## config.mk

```make
export PLATFORM = sky130hd
export DESIGN_NAME = axi_bresp_buffer
export DESIGN_NICKNAME = d
export VERILOG_FILES = /design/src/rtl/axi_bresp_buffer.sv
export SDC_FILE = /design/constraint.sdc
export NUM_CORES = 1
export LEC_CHECK = 0
export ABC_AREA = 1
export BUFFER_PORTS_ARGS = -buffer_cell sky130_fd_sc_hd__buf_2
export CORE_ASPECT_RATIO = 1.5
export CORE_MARGIN = 2
export CORE_UTILIZATION = 30
export CTS_BUF_LIST = sky130_fd_sc_hd__clkbuf_8 sky130_fd_sc_hd__clkbuf_16
export CTS_CLUSTER_DIAMETER = 50
export DETAILED_ROUTE_END_ITERATION = 10
export GPL_ROUTABILITY_DRIVEN = 0
export PLACE_DENSITY = 0.46
export SYNTH_ARGS = -nofsm -noshare
export SYNTH_HDL_FRONTEND = slang
export SYNTH_SLANG_ARGS = --single-unit
```

## constraint.sdc

```tcl
create_clock -name ACLK -period 3.83 [get_ports ACLK]
set_clock_uncertainty 0.2 [all_clocks]
set_input_delay 0.1915 -clock ACLK [delete_from_list [all_inputs] [get_ports ACLK]]
set_output_delay 0.1915 -clock ACLK [all_outputs]
set_load 0.01 [all_outputs]
```

## src/rtl/axi_bresp_buffer.sv

```systemverilog
// AXI B-channel buffer: DEPTH-entry in-order FIFO, 1-cycle min latency, S_BREADY registered (drops when full).
// Optional macro AXI_BRESP_ERR_CNT_EN adds a saturating SLVERR/DECERR pop counter with err_clr.
module axi_bresp_buffer #(
   parameter int DEPTH = 4,
   parameter int ID_W  = 4,
   localparam int CNT_W = $clog2(DEPTH + 1)
) (
   input  logic             ACLK,
   input  logic             ARESETn,
   input  logic             S_BVALID,
   output logic             S_BREADY,
   input  logic [1:0]       S_BRESP,
   input  logic [ID_W-1:0]  S_BID,
   output logic             M_BVALID,
   input  logic             M_BREADY,
   output logic [1:0]       M_BRESP,
   output logic [ID_W-1:0]  M_BID,
   output logic [CNT_W-1:0] count,
   output logic             full,
   output logic             empty
`ifdef AXI_BRESP_ERR_CNT_EN
   ,
   input  logic             err_clr,
   output logic [7:0]       err_count
`endif
);

   localparam int AW = $clog2(DEPTH);

   typedef struct packed {
      logic [1:0]      resp;
      logic [ID_W-1:0] id;
   } ent_t;

   ent_t             mem [DEPTH];
   ent_t             head;
   logic [AW-1:0]    wr_ptr;
   logic [AW-1:0]    rd_ptr;
   logic [CNT_W-1:0] cnt;
   logic [CNT_W-1:0] cnt_nxt;
   logic             s_rdy;
   logic             push;
   logic             pop;

   assign push     = S_BVALID & s_rdy;
   assign pop      = M_BVALID & M_BREADY;
   assign empty    = (cnt == '0);
   assign full     = (cnt == CNT_W'(DEPTH));
   assign M_BVALID = !empty;
   assign head     = mem[rd_ptr];
   assign M_BRESP  = empty ? 2'b00 : head.resp;
   assign M_BID    = empty ? '0 : head.id;
   assign count    = cnt;
   assign S_BREADY = s_rdy;

   always_comb begin
      cnt_nxt = cnt;
      case ({push, pop})
         2'b10:   cnt_nxt = cnt + 1'b1;
         2'b01:   cnt_nxt = cnt - 1'b1;
         default: cnt_nxt = cnt;
      endcase
   end

   // Ready looks at the post-edge occupancy so a pop at full reopens the slave side next cycle.
   always_ff @(posedge ACLK or negedge ARESETn) begin
      if (!ARESETn) begin
         wr_ptr <= '0;
         rd_ptr <= '0;
         cnt    <= '0;
         s_rdy  <= 1'b0;
      end else begin
         if (push) wr_ptr <= wr_ptr + 1'b1;
         if (pop)  rd_ptr <= rd_ptr + 1'b1;
         cnt   <= cnt_nxt;
         s_rdy <= (cnt_nxt != CNT_W'(DEPTH));
      end
   end

   always_ff @(posedge ACLK or negedge ARESETn) begin
      if (!ARESETn) begin
         for (int i = 0; i < DEPTH; i++) mem[i] <= '0;
      end else if (push) begin
         mem[wr_ptr] <= '{resp: S_BRESP, id: S_BID};
      end
   end

`ifdef AXI_BRESP_ERR_CNT_EN
   // Clear wins over a same-edge error pop; count sticks at 255.
   always_ff @(posedge ACLK or negedge ARESETn) begin
      if (!ARESETn) begin
         err_count <= '0;
      end else if (err_clr) begin
         err_count <= '0;
      end else if (pop && M_BRESP[1] && (err_count != 8'hFF)) begin
         err_count <= err_count + 1'b1;
      end
   end
`endif

endmodule

```

==> metrics.md, run 1 <==
| Metric | Value |
|---|---|
| Status | `finished, final reports clean` |
| Port Buffers | `22` |
| Max IR drop VDD | `between 400 and 500 uV` |
| CTS Buf Count | `5` |
| Area share of and/or/nand/nor cells after synthesis | `21.3%` |
| Core box area | `5160 sq um` |
| Syn Std Cell Area | `about 1600 sq um` |
| RSZ-0062 raised after global routing | `no` |
| Top post-synthesis cells by area | `dfrtp_1, nand2_1, inv_1` |
| Slew Viols, Final | `0` |
| Max frequency | `0.455 GHz` |
| Path category of the worst min-delay check | `input pin to flip-flop` |
| Pwr Density | `835 nW/um^2` |
| Post-DP HPWL | `approximately 2.4 mm` |
| Setup Viol. Count Final | `0` |
| Pin count of the biggest net entering global routing | `33` |
| Number of nets in the layout | `roughly 240` |
| Flops & latches, synth | `32` |
| Total grt overflow | `0` |
| Remaining antenna violation count | `0` |
| Starting DRC count in detailed routing | `39` |
| Synth unique cells | `20` |
| Initial Util | `a little under a third` |
| Die width | `about 64 microns` |
| Final Hold Fails | `0` |
| Max-slew headroom | `between 50 and 60%` |
| Area share of fa/ha/maj cells after synthesis | `under 10%` |
| Clock slew at reported path FFs | `0.06 ns` |
| Cell Area, Placed | `roughly 1800 sq um` |
| Crit path arrival time | `between 2 and 2.5 ns` |
| Fin crit period | `2.20 ns` |
| Setup TNS | `0 ns` |
| Worst Path Class, Setup | `flip-flop to flip-flop` |
| Average vias per placed instance | `about 4.3` |
| Clock Sinks | `32` |
| Commonest non-fill, non-tap cell in the layout | `nand2_1` |
| Finished Cell Area | `roughly 1900 sq um` |
| Sequential share of the synthesized area | `approximately 50%` |
| Vias in the first global route | `about 1.3k` |
| Final Core Density | `35.9%` |
| Clk_lat worst skew | `between 0.2 and 0.3 ns` |
| Wirelength per Cell | `around 12 microns` |
| H-tree levels | `2` |
| Commonest cells after routing, fill and taps aside | `nand2_1, dfrtp_1, inv_1` |
| Post-synth top area cell | `dfrtp_1` |
| Post-synthesis async set-or-reset flop share | `between 90% and 100%` |
| Die ar. | `between 5000 and 6000 sq um` |
| Total Routed Length | `roughly 3.5 mm` |
| Die height | `roughly 94 microns` |
| Fraction of layout cells with a size suffix above 1 | `17.6%` |
| Site row count | `32` |
| Synth top area share | `between 40% and 50%` |
| CTS tree | `built` |
| First-pass GRT wire length | `roughly 6.1 mm` |
| Mux contribution to synthesized area | `0%` |
| Number of flops mapped to enable cells by yosys | `0` |
| Placed Instances | `between 200 and 300` |
| DRC violations left | `0` |
| Post-Synth XOR/XNOR Area | `under 10%` |
| Main combinational cell family by area after synthesis | `simple AND/OR/NAND/NOR gates` |
| Fillers | `577` |
| Lkg Pwr | `around 1.0 nW` |
| Total GRT Usage | `between 10% and 20%` |
| CP required | `slightly below 4 ns` |
| Clock Tree Root | `clkbuf_8` |
| Synth Area in Compound Gates | `around 11%` |
| Crit-path max FO | `4` |
| Most used DFF post-synth | `dfrtp_1` |
| Area growth syn-to-layout | `15.3%` |
| Non-filler cells, final | `290` |
| First drt pass iteration count | `4` |
| Io pins | `23` |
| Yosys warns | `0` |
| Clk buf depth | `2` |
| Slew at the pin closest to its max-slew limit | `~0.73 ns` |
| Initial antenna violation count | `0` |
| Final worst path period share | `57.4%` |
| Startpoint Class | `flip-flop` |
| Total number of vias | `roughly 1.3k` |
| Maxcap violations | `0` |
| Cell count after synthesis | `approximately 200` |
| Post-layout power | `~1.5 mW` |
| Syn nets | `approximately 210` |
| Average cell area after synthesis | `approximately 8.1 sq um` |
| Crit. End Element | `flip-flop` |
| # diodes | `0` |
[cells by family after synthesis]
group / after synthesis
flip-flops: 32
XOR/XNOR: 4
AND/OR/NAND/NOR: 85
buffers and inverters: 38
adder cells (fa/ha/maj): 6
AO/OA/AOI/OAI: 33
[layout make-up]
type,instances,area [sq um],share of cell area (%)
Tap cell,68,85.1,4.59
Timing Repair Buffer,24,130,7.02
Clock buffer,5,68.8,3.71
Sequential cell,32,801,43.2
Clock inverter,2,8.76,0.472
Multi-Input combinational cell,128,644,34.8
Inverter,31,116,6.28
[power breakdown]
group | total (mW) | switching [mW] | internal [mW] | leakage, nW
clock | 0.241 | 0.120 | 0.121 | 0.0452
combinational | 0.688 | 0.417 | 0.271 | 0.557
sequential | 0.619 | 0.124 | 0.496 | 0.395
[layer usage]
layer | global-route usage (%) | wire [microns] | part of all wire (%)
met1 | 15.5 | 1550 | 44
met3 | 2.88 | 116 | 3.3
met4 | 5.98 | 65 | 1.9
met2 | 24.1 | 1760 | 50
met5 | 0 | 0 | 0
[critical path, stage by stage (launching register included)]
cell and delay, ns:
dfrtp_1 0.42, inv_1 0.11, nand3_1 0.13, nand2_1 0.16
inv_1 0.06, ha_1 0.19, inv_1 0.09, fa_1 0.41
o21ai_0 0.23, nor2_1 0.08, nand2_1 0.07
[synth_stat cells (2+ instances only)]
master   number
nand2_1      70
dfrtp_1      32
inv_1        29
o21ai_0      20
nand3_1       8
a21oi_1       6
ha_1          5
o21ai_2       5
buf_2         4
nand2_2       4
buf_4         2
inv_2         2
o21ai_1       2
xnor2_1       2
xor2_1        2
[flip-flops by register name (all words and copies together) (netlist names)]
name      count
count         3
S_BREADY      1
mem          24
wr_ptr        2
rd_ptr        2
[metrics by stage]
stage	hold slack [ns]	worst slack, ns
final	0.00284	1.63
after CTS	0.00244	1.61
after detailed placement	0.101	1.65
after global routing	0.0186	1.41
after floorplan	-0.304	1.70
after global placement	0.110	1.70
[repair_timing]
| action | CTS | global route |
|---|---|---|
| resized for setup | 0 | 0 |
| hold buffers | 2 | 0 |
| setup buffers | 0 | 0 |
| endpoints found under the hold margin | 33 | 0 |
[path summary, 6_finish.rpt]
kind / from / end / slack, ns / cells past startpoint
hold reg to reg: mem[13]$_DFFE_PN0P_ / mem[13]$_DFFE_PN0P_ / 0.28 / 2
min in group asynchronous: ARESETn / mem[15]$_DFFE_PN0P_ / 0.31 / 2
setup reg to reg: count[0]$_DFF_PN0_ / S_BREADY$_DFF_PN0_ / 1.63 / 10
max in group asynchronous: ARESETn / mem[17]$_DFFE_PN0P_ / 2.66 / 2
hold / removal: S_BRESP[0] / mem[16]$_DFFE_PN0P_ / 0.003 / 3
setup / recovery: count[0]$_DFF_PN0_ / S_BREADY$_DFF_PN0_ / 1.63 / 10
Note: power is estimated with default switching activity, not from simulation.
==> run 2: changes to the inputs <==
==> constraint.sdc (replaced) <==
create_clock -name ACLK -period 2.15 [get_ports ACLK]
set_clock_uncertainty 0.2 [all_clocks]
set_input_delay 0.1075 -clock ACLK [delete_from_list [all_inputs] [get_ports ACLK]]
set_output_delay 0.1075 -clock ACLK [all_outputs]
set_load 0.01 [all_outputs]
==> run 2 against run 1 <==
Power rose by 90%. Critical path depth did not move. Sequential share of layout area fell by 2.8 points. Sequential power rose by 74%. Global-route usage rose by 0.43 points. Clock power rose by 98%. Routed wire length rose by 5.3%. Critical path type unchanged. Highest routed layer unchanged. Cell area rose by 6.8%.
==> metrics.md, run 2 (same netlist as run 1, synthesis figures left out) <==
| Metric | Value |
|---|---|
| Clock Tree Root | `clkbuf_8 (unchanged)` |
| Status | `finished, final reports clean (unchanged)` |
| Total Routed Length | `3.68 mm (was 3.49 mm)` |
| Die width | `63.8 microns (unchanged)` |
| # diodes | `0 (unchanged)` |
| Post-DP HPWL | `2.50 mm (was 2.42 mm)` |
| Crit. End Element | `flip-flop (unchanged)` |
| First-pass GRT wire length | `6.27 mm (was 6.07 mm)` |
| Met3 wire length | `95 microns (was 116 microns)` |
| Setup Viol. Count Final | `0 (unchanged)` |
| Max IR drop VDD | `796 uV (was 429 uV)` |
| Clock slew at reported path FFs | `0.07 ns (was 0.06 ns)` |
| Final Hold Fails | `0 (unchanged)` |
| First drt pass iteration count | `4 (unchanged)` |
| Maxcap violations | `0 (unchanged)` |
| Worst Path Class, Setup | `flip-flop to flip-flop (unchanged)` |
| Remaining antenna violation count | `0 (unchanged)` |
| Site row count | `32 (unchanged)` |
| Setup TNS | `0 ns (unchanged)` |
| Io pins | `23 (unchanged)` |
| Lkg Pwr | `1.05 nW (was 0.997 nW)` |
| Fin crit period | `2.00 ns (was 2.20 ns)` |
| Clock Sinks | `32 (unchanged)` |
| Crit-path max FO | `3 (was 4)` |
| Average vias per placed instance | `4.29 (was 4.31)` |
| Path category of the worst min-delay check | `input pin to flip-flop (unchanged)` |
| Starting DRC count in detailed routing | `50 (was 39)` |
| Worst Setup Slack, final | `0.155 ns (was 1.63 ns)` |
| Total number of vias | `1299 (was 1250)` |
| Slew at the pin closest to its max-slew limit | `0.746 ns (was 0.727 ns)` |
| Core box area | `5160 sq um (unchanged)` |
| H-tree levels | `2 (unchanged)` |
| Initial Util | `31.1% (unchanged)` |
| Vias in the first global route | `1283 (was 1290)` |
| Port Buffers | `22 (unchanged)` |
| Met2 wire length | `1.92 mm (was 1.76 mm)` |
| Pwr Density | `1480 nW/um^2 (was 835 nW/um^2)` |
| Max reg flops | `24 (unchanged)` |
| Area growth syn-to-layout | `23.2% (was 15.3%)` |
| CTS Buf Count | `5 (unchanged)` |
| Fraction of layout cells with a size suffix above 1 | `22.6% (was 17.6%)` |
| Commonest non-fill, non-tap cell in the layout | `nand2_1 (unchanged)` |
| Crit path arrival time | `2.02 ns (was 2.22 ns)` |
| Non-filler cells, final | `303 (was 290)` |
| DRC violations left | `0 (unchanged)` |
| Number of nets in the layout | `250 (was 238)` |
| Final worst path period share | `92.8% (was 57.4%)` |
| Max frequency | `0.501 GHz (was 0.455 GHz)` |
| Slew Viols, Final | `0 (unchanged)` |
| Wl on met1 | `1.60 mm (was 1.55 mm)` |
| Clk buf depth | `2 (unchanged)` |
| CP required | `2.17 ns (was 3.85 ns)` |
| Startpoint Class | `flip-flop (unchanged)` |
| Top sig layer | `met4 (unchanged)` |
| Wirelength per Cell | `12.1 microns (was 12.0 microns)` |
| Max-slew headroom | `50.2% (was 51.5%)` |
| Setup WS pre-CTS | `0.00290 ns (was 1.65 ns)` |
| Initial antenna violation count | `0 (unchanged)` |
| Total GRT Usage | `14.0% (was 13.6%)` |
| Register name with the most flops | `mem (unchanged)` |
| Commonest cells after routing, fill and taps aside | `nand2_1, dfrtp_1, inv_1 (unchanged)` |
| CTS tree | `built (unchanged)` |
| Die ar. | `5970 sq um (unchanged)` |
| Total grt overflow | `0 (unchanged)` |
| Placed Instances | `284 (was 281)` |
| Clk_lat worst skew | `0.28 ns (about the same)` |
| Pin count of the biggest net entering global routing | `33 (unchanged)` |
| Die height | `93.7 microns (unchanged)` |
[run 2: cell type report]
class / instances / area, sq um
clock inverter: 2 / 10.0
inverter: 31 / 116
multi-input combinational: 128 / 651
clock buffer: 6 / 82.6
fill: 570 / 3180
tap: 68 / 85.1
timing repair buffer: 36 / 235
sequential: 32 / 801
[run 2: stage by stage]
stage	cell area (sq um)	util (%)	power (mW)	hold slack [ns]
floorplan	1610	-	2.01	-0.388
global placement	1780	34.4	2.39	0.0284
detailed placement	1780	34.4	2.41	0.0205
CTS	1950	37.8	2.93	0.00381
global route	1980	38.3	3.24	0.0232
finish	1980	38.3	2.94	0.00945
[run 2: routing by layer]
layer / track usage, % / vias to the layer above
met1: 16.3 / 599
met4: 6.52 / 0
met3: 2.64 / 4
met2: 24.6 / 19
met5: 0 / -
li1: - / 677
[run 2: what timing repair did]
item	CTS	global route
hold endpoints to repair	57	0
resized for setup	1	6
hold buffers	8	0
pin swaps	0	0
setup endpoints to repair	1	3
gates cloned	0	0
setup buffers	0	3
[run 2: report_power, final]
group,switching [mW],internal (mW),total (mW)
sequential,0.195,0.883,1.08
combinational,0.811,0.572,1.38
clock,0.222,0.255,0.477
[run 2: path summary, 6_finish.rpt]
check                      cells after the start          startpoint  slack [ns]                     to
hold reg to reg                                2  mem[0]$_DFFE_PN0P_        0.28     mem[0]$_DFFE_PN0P_
min in group asynchronous                      2             ARESETn        0.22  wr_ptr[1]$_DFFE_PN0P_
max in group asynchronous                      2             ARESETn        1.04    mem[17]$_DFFE_PN0P_
setup / recovery                              10  count[2]$_DFF_PN0_        0.15     S_BREADY$_DFF_PN0_
setup reg to reg                              10  count[2]$_DFF_PN0_        0.15     S_BREADY$_DFF_PN0_
hold / removal                                 4            M_BREADY       0.009  rd_ptr[0]$_DFFE_PN0P_
[run 2: worst max-delay path: stages (launching register included)]
cell and delay [ns]:
dfrtp_1 0.40, inv_2 0.08, nand3_1 0.10, nand2_1 0.09, inv_1 0.05, ha_1 0.20, inv_2 0.07, fa_2 0.44
o21ai_2 0.17, nor2_1 0.07, nand2_1 0.06
